<file path="src/rtl/alu_pkg.sv">
// alu_pkg: shared ALU widths, opcode encodings and arbiter FSM states
package alu_pkg;
  localparam int DATA_W = 4;
  localparam int OP_W = 3;
  localparam logic [OP_W-1:0] OP_ADD  = 3'b000;
  localparam logic [OP_W-1:0] OP_SUB  = 3'b001;
  localparam logic [OP_W-1:0] OP_AND  = 3'b010;
  localparam logic [OP_W-1:0] OP_OR   = 3'b011;
  localparam logic [OP_W-1:0] OP_XOR  = 3'b100;
  localparam logic [OP_W-1:0] OP_NAND = 3'b101;
  localparam logic [OP_W-1:0] OP_NOR  = 3'b110;
  localparam logic [OP_W-1:0] OP_SLT  = 3'b111;
  typedef enum logic [1:0] {IDLE, EXEC, RESP} state_e;
endpackage

</file>
<file path="src/rtl/alu_arbiter_rr_pick.sv">
// rr_pick: combinational round-robin selector over NREQ valid lines
//   valid      : per-source request valid
//   last_grant : index granted most recently; search starts just after it
//   grant      : first valid index at last_grant+1, +2, ... modulo NREQ
//   any_valid  : at least one valid bit set (grant is meaningless otherwise)
module rr_pick #(
  parameter int NREQ = 4,
  parameter int ID_W = $clog2(NREQ)
) (
  input  logic [NREQ-1:0] valid,
  input  logic [ID_W-1:0] last_grant,
  output logic [ID_W-1:0] grant,
  output logic            any_valid
);
  logic [ID_W-1:0] idx;
  // Walk the ring from the farthest candidate back to the nearest so the
  // nearest valid index after last_grant is the one left standing.
  always_comb begin
    grant = '0;
    idx = '0;
    for (int i = NREQ; i >= 1; i--) begin
      idx = ID_W'((int'(last_grant) + i) % NREQ);
      if (valid[idx]) grant = idx;
    end
  end
  assign any_valid = |valid;
endmodule

</file>
<file path="src/rtl/alu_arbiter.sv">
// alu_arbiter: round-robin sharing of one combinational 4-bit ALU among NREQ requesters
//   clk, rst                    : clock, asynchronous active-high reset
//   req_valid/req_ready         : per-requester handshake (ready one-hot or zero)
//   req_a/req_b/req_op          : packed per-requester operands and opcode
//   alu_a/alu_b/alu_op          : latched operands driven to the external ALU
//   alu_result/alu_zero         : ALU outputs, captured in EXEC
//   rsp_valid/rsp_ready         : tagged response handshake
//   rsp_data/rsp_zero/rsp_id    : registered result, zero flag, requester index
//   busy                        : FSM not in IDLE
//   ops_done                    : completed response handshakes, wraps at 256
module alu_arbiter
  import alu_pkg::*;
#(
  parameter int NREQ = 4,
  parameter int ID_W = $clog2(NREQ)
) (
  input  logic                   clk,
  input  logic                   rst,
  input  logic [NREQ-1:0]        req_valid,
  output logic [NREQ-1:0]        req_ready,
  input  logic [DATA_W*NREQ-1:0] req_a,
  input  logic [DATA_W*NREQ-1:0] req_b,
  input  logic [OP_W*NREQ-1:0]   req_op,
  output logic [DATA_W-1:0]      alu_a,
  output logic [DATA_W-1:0]      alu_b,
  output logic [OP_W-1:0]        alu_op,
  input  logic [DATA_W-1:0]      alu_result,
  input  logic                   alu_zero,
  output logic                   rsp_valid,
  input  logic                   rsp_ready,
  output logic [DATA_W-1:0]      rsp_data,
  output logic                   rsp_zero,
  output logic [ID_W-1:0]        rsp_id,
  output logic                   busy,
  output logic [7:0]             ops_done
);
  state_e state;
  logic [ID_W-1:0] last_grant;
  logic [ID_W-1:0] grant;
  logic any_valid;
  logic [DATA_W-1:0] a_v [NREQ];
  logic [DATA_W-1:0] b_v [NREQ];
  logic [OP_W-1:0] op_v [NREQ];
  for (genvar g = 0; g < NREQ; g++) begin : g_unpack
    assign a_v[g] = req_a[DATA_W*g +: DATA_W];
    assign b_v[g] = req_b[DATA_W*g +: DATA_W];
    assign op_v[g] = req_op[OP_W*g +: OP_W];
  end
  rr_pick #(.NREQ(NREQ), .ID_W(ID_W)) u_pick (
    .valid(req_valid),
    .last_grant(last_grant),
    .grant(grant),
    .any_valid(any_valid)
  );
  // Ready is masked by rst so no requester sees an accept while reset is held.
  assign req_ready = (!rst && state == IDLE && any_valid) ? {{(NREQ-1){1'b0}}, 1'b1} << grant : '0;
  assign busy = state != IDLE;
  // alu_a/alu_b/alu_op are the latched operand registers themselves.
  always_ff @(posedge clk or posedge rst)
    if (rst) begin
      state <= IDLE;
      last_grant <= ID_W'(NREQ-1);
      alu_a <= '0;
      alu_b <= '0;
      alu_op <= '0;
      rsp_valid <= 1'b0;
      rsp_data <= '0;
      rsp_zero <= 1'b0;
      rsp_id <= '0;
      ops_done <= '0;
    end else
      case (state)
        IDLE: if (any_valid) begin
          alu_a <= a_v[grant];
          alu_b <= b_v[grant];
          alu_op <= op_v[grant];
          last_grant <= grant;
          rsp_id <= grant;
          state <= EXEC;
        end
        EXEC: begin
          rsp_data <= alu_result;
          rsp_zero <= alu_zero;
          rsp_valid <= 1'b1;
          state <= RESP;
        end
        RESP: if (rsp_ready) begin
          rsp_valid <= 1'b0;
          ops_done <= ops_done + 8'd1;
          state <= IDLE;
        end
        default: state <= IDLE;
      endcase
endmodule

</file>
<file path="config.mk">
export PLATFORM = sky130hd
export DESIGN_NAME = alu_arbiter
export DESIGN_NICKNAME = d
export VERILOG_FILES = /design/src/rtl/alu_pkg.sv /design/src/rtl/alu_arbiter_rr_pick.sv /design/src/rtl/alu_arbiter.sv
export SDC_FILE = /design/constraint.sdc
export NUM_CORES = 1
export LEC_CHECK = 0
export CAP_MARGIN = 40
export CORE_AREA = 5 5 76 78
export CTS_CLUSTER_DIAMETER = 120
export DETAILED_ROUTE_END_ITERATION = 16
export DIE_AREA = 0 0 81 83
export GPL_TIMING_DRIVEN = 0
export PLACE_DENSITY = 0.74
export SLEW_MARGIN = 5
export SYNTH_ARGS = -nofsm -noshare
export SYNTH_HDL_FRONTEND = slang
export SYNTH_SLANG_ARGS = --single-unit
</file>
<file path="constraint.sdc">
create_clock -name clk -period 1.8 [get_ports clk]
set_input_delay 0.27 -clock clk [delete_from_list [all_inputs] [get_ports clk]]
set_output_delay 0.27 -clock clk [all_outputs]
set_load 0.02 [all_outputs]
</file>
==> impl_metrics.csv <==
group,metric,value,unit
outcome,status,"complete, but fails checks",
outcome,violations,"negative setup slack",
drt,route.met2.wl,2.802,mm
floorplanning,die_h,83,µm
synth,mappedNetlistArea,1733,µm²
worst_setup_path,cp-start-kind,"register",
floorplanning,io_pins,88,
layout,num-nets-final,339,
worst_setup_path,cp.arrival,1940,ps
drt,wl_met3,374,µm
layout,synthToLayoutAreaGrowth,85.85,%
layout,finalNonFillerCells,353,
global_routing,grt.total_usage,0.1705,
global_routing,grt_max_degree,19,
layout,layout-drive-gt1-share,0.2898,
hold_path,min_to,"ops_done[7]",
drt,wire_per_inst,16.20,µm
worst_setup_path,slowest_stage,"dfstp_2",
worst_setup_path,crit_required,1530,ps
drt,routed.top_layer,"met4",
layout,multi_input_area,985.9,µm²
drt,wl_met1,2.500,mm
global_routing,grt_antenna_before_repair,0,
timing,tightest_slew,540.4,ps
hold_path,hold_path_depth,1,
floorplanning,start_util,0.3459,
synth,synth_largest_area_cell,"dfrtp_1",
pwr,p_per_area,1585,nW/µm²
layout,regArea,779.5,µm²
placement,placed_cells,326,
timing,skew,4.079,ps
synth,synth_ff_type,"dfrtp_1",
worst_setup_path,cp_max_fo,6,
floorplanning,rows,26,
timing,slew_headroom,0.6397,
worst_setup_path,path_class,"register to output port",
synth,synth_seq_area_share,0.4491,
synth,synth-seq-cells,31,
flow_run,cap_violations,0,
timing,setup_viol,17,
floorplanning,coreArea,5010,µm²
synth,postSynthAreaPerCell,10.31,µm²
clocking,insertion_delay,280,ps
timing,fin_setup_tns,-4603,ps
clocking,cts_root_buf,"clkbuf_8",
worst_setup_path,max_stage_delay,590,ps
clocking,path_clk_slew,70,ps
drt,ant_nets,0,
timing,period_share,1.226,
synth,synthTopCellsByArea,"dfrtp_1, a211oi_1, mux2i_1",
synth,syn_inst,168,
worst_setup_path,critical_path.top_delay_family,"flip-flops",
global_routing,grt_pass1_wl,8.956,mm
global_routing,globalRouteOverflowTotal,0,
worst_setup_path,crit_buf_inv,2,
worst_setup_path,reg2reg_from,"last_grant[1]",
worst_setup_path,path_cells,"mux2i_2, o22ai_2, a21o_1, buf_8, nor3b_4, buf_6",
timing,fin_crit,2206,ps
drt,drt_wl_total,5.717,mm
pwr,max-vdd-ir-drop,0.0006975,V
placement,port_buffers,87,
hold_path,min_path_type,"register to register",
floorplanning,fp.dieW,81,µm
hold_path,hp-start,"ops_done[7]",
pwr,p_leak,1.362,nW
timing,hold_viol_final,0,
placement,place_hpwl,3.740,mm
clocking,numCtsBuffers,5,
drt,viasPerCell,4.861,
drt,firstDrtPassIters,4,
layout,antenna_cells,0,
timing,rsz0062_at_grt,"true",
timing,fmax,453.3,MHz
synth,yosys_warnings,0,
global_routing,grt_pass1_vias,1755,
worst_setup_path,reg2regPathDepth,9,
synth,async_reset_ff_frac,1.000,
synth,synth_top_area_share,0.4188,
worst_setup_path,worstSetupEndpointType,"output port",
worst_setup_path,r2r_slack,-320,ps
synth,synth_cell_types,35,
layout,fillers,426,
clocking,cts-htree-levels,2,
timing,layout_setup_ws,-406.1,ps
drt,drt-initial-drc-count,53,
clocking,cts.sinks,31,
clocking,tritoncts,"yes",
layout,finish.utilization,0.6429,
drt,drcViolationCount,0,
worst_setup_path,crit-reg2reg-capture,"alu_a[1]",
floorplanning,die-area,6723,µm²
drt,vias,1716,
clocking,cts_buffer_depth,2,
placement,gp_congestion,0.7490,
synth,synth_edf_count,0,
synth,synthTopCellsByCount,"a211oi_1, dfrtp_1, inv_1",
synth,synth_nets,225,
timing,drv_slew,0,
[per-stage QoR]
step	power (mW)	cell area, µm²	worst slack [ps]	hold WS (ps)
6_report	5.106	3221	-406.1	467.0
5_1_grt	5.419	3221	-469.2	512.9
4_1_cts	4.940	3144	-421.9	475.7
3_5_place_dp	3.741	2758	-920.3	464.8
3_3_place_gp	3.692	2730	-1294	464.8
2_1_floorplan	2.736	1772	-63.52	385.4
[timing repair]
action | CTS | global route
resized for setup | 52 | 16
hold buffers | 0 | 0
setup endpoints to repair | 16 | 19
pin swaps | 21 | 8
setup buffers | 16 | 4
gates cloned | 1 | 0
[cells by family (layout without fill, tap and decap cells)]
logic type	after synthesis	count (layout)	share of synthesized area
buf+inv	28	143	0.07725
compound gates	44	44	0.2036
flops	31	31	0.4491
simple gates	37	37	0.1061
xor+xnor	7	7	0.03538
fa+ha+maj	1	1	0.007219
mux	20	20	0.1213
[power by group]
| part | leakage, nW | internal (mW) | total (mW) | switching [mW] |
|---|---|---|---|---|
| Combinational | 0.936 | 1.64 | 3.11 | 1.47 |
| Clock | 0.0612 | 0.448 | 0.721 | 0.273 |
| Sequential | 0.364 | 1.04 | 1.27 | 0.236 |
| Total | 1.36 | 3.13 | 5.11 | 1.98 |
[cells in the final DEF (no fill, tap or decap), drive strengths merged, types with 4 or more instances in the layout]
cell,count
a211oi,33
buf,31
clkbuf,9
clkdlybuf4s50,80
dfrtp,29
inv,17
mux2,8
mux2i,12
nand2,5
nand3,4
nor2,16
xnor2,4
[worst reg2reg max path: cells and delay by family (launching register included)]
kind / cells / cell delay [ps]
AO/OA/AOI/OAI: 3 / 550
buffers and inverters: 4 / 510
flip-flops: 1 / 590
multiplexers: 2 / 380
[sequential cells by signal, summed over array words and instances (netlist names)]
name / count
rsp_data: 4
state: 2
rsp_valid: 1
rsp_id: 2
alu_b: 4
ops_done: 8
rsp_zero: 1
alu_op: 3
last_grant: 2
alu_a: 4
[layer usage]
layer,up-vias,global-route usage
met5,-,0
met4,0,0.05069
met3,4,0.04329
met2,61,0.2681
met1,830,0.2284
li1,821,-
[worst max path at each step]
stage	start	to	slack [ps]	depth (start not counted)
2_1_floorplan	last_grant[1]	req_ready[0]	-60	6
3_3_place_gp	rst	req_ready[1]	-1290	4
3_5_place_dp	rst	req_ready[3]	-920	6
4_1_cts	last_grant[1]	req_ready[0]	-420	7
5_1_grt	last_grant[1]	req_ready[0]	-470	6
6_report	last_grant[1]	req_ready[0]	-410	6
[area by class of cell]
cell class,instances,share of cell area
Clock buffer,6,0.02564
Sequential cell,31,0.2420
Buffer,8,0.01904
Clock inverter,2,0.01088
Inverter,18,0.02214
Timing Repair Buffer,109,0.3469
Tap cell,70,0.02720
Multi-Input combinational cell,109,0.3061
Power figures use the tool's default switching activity.
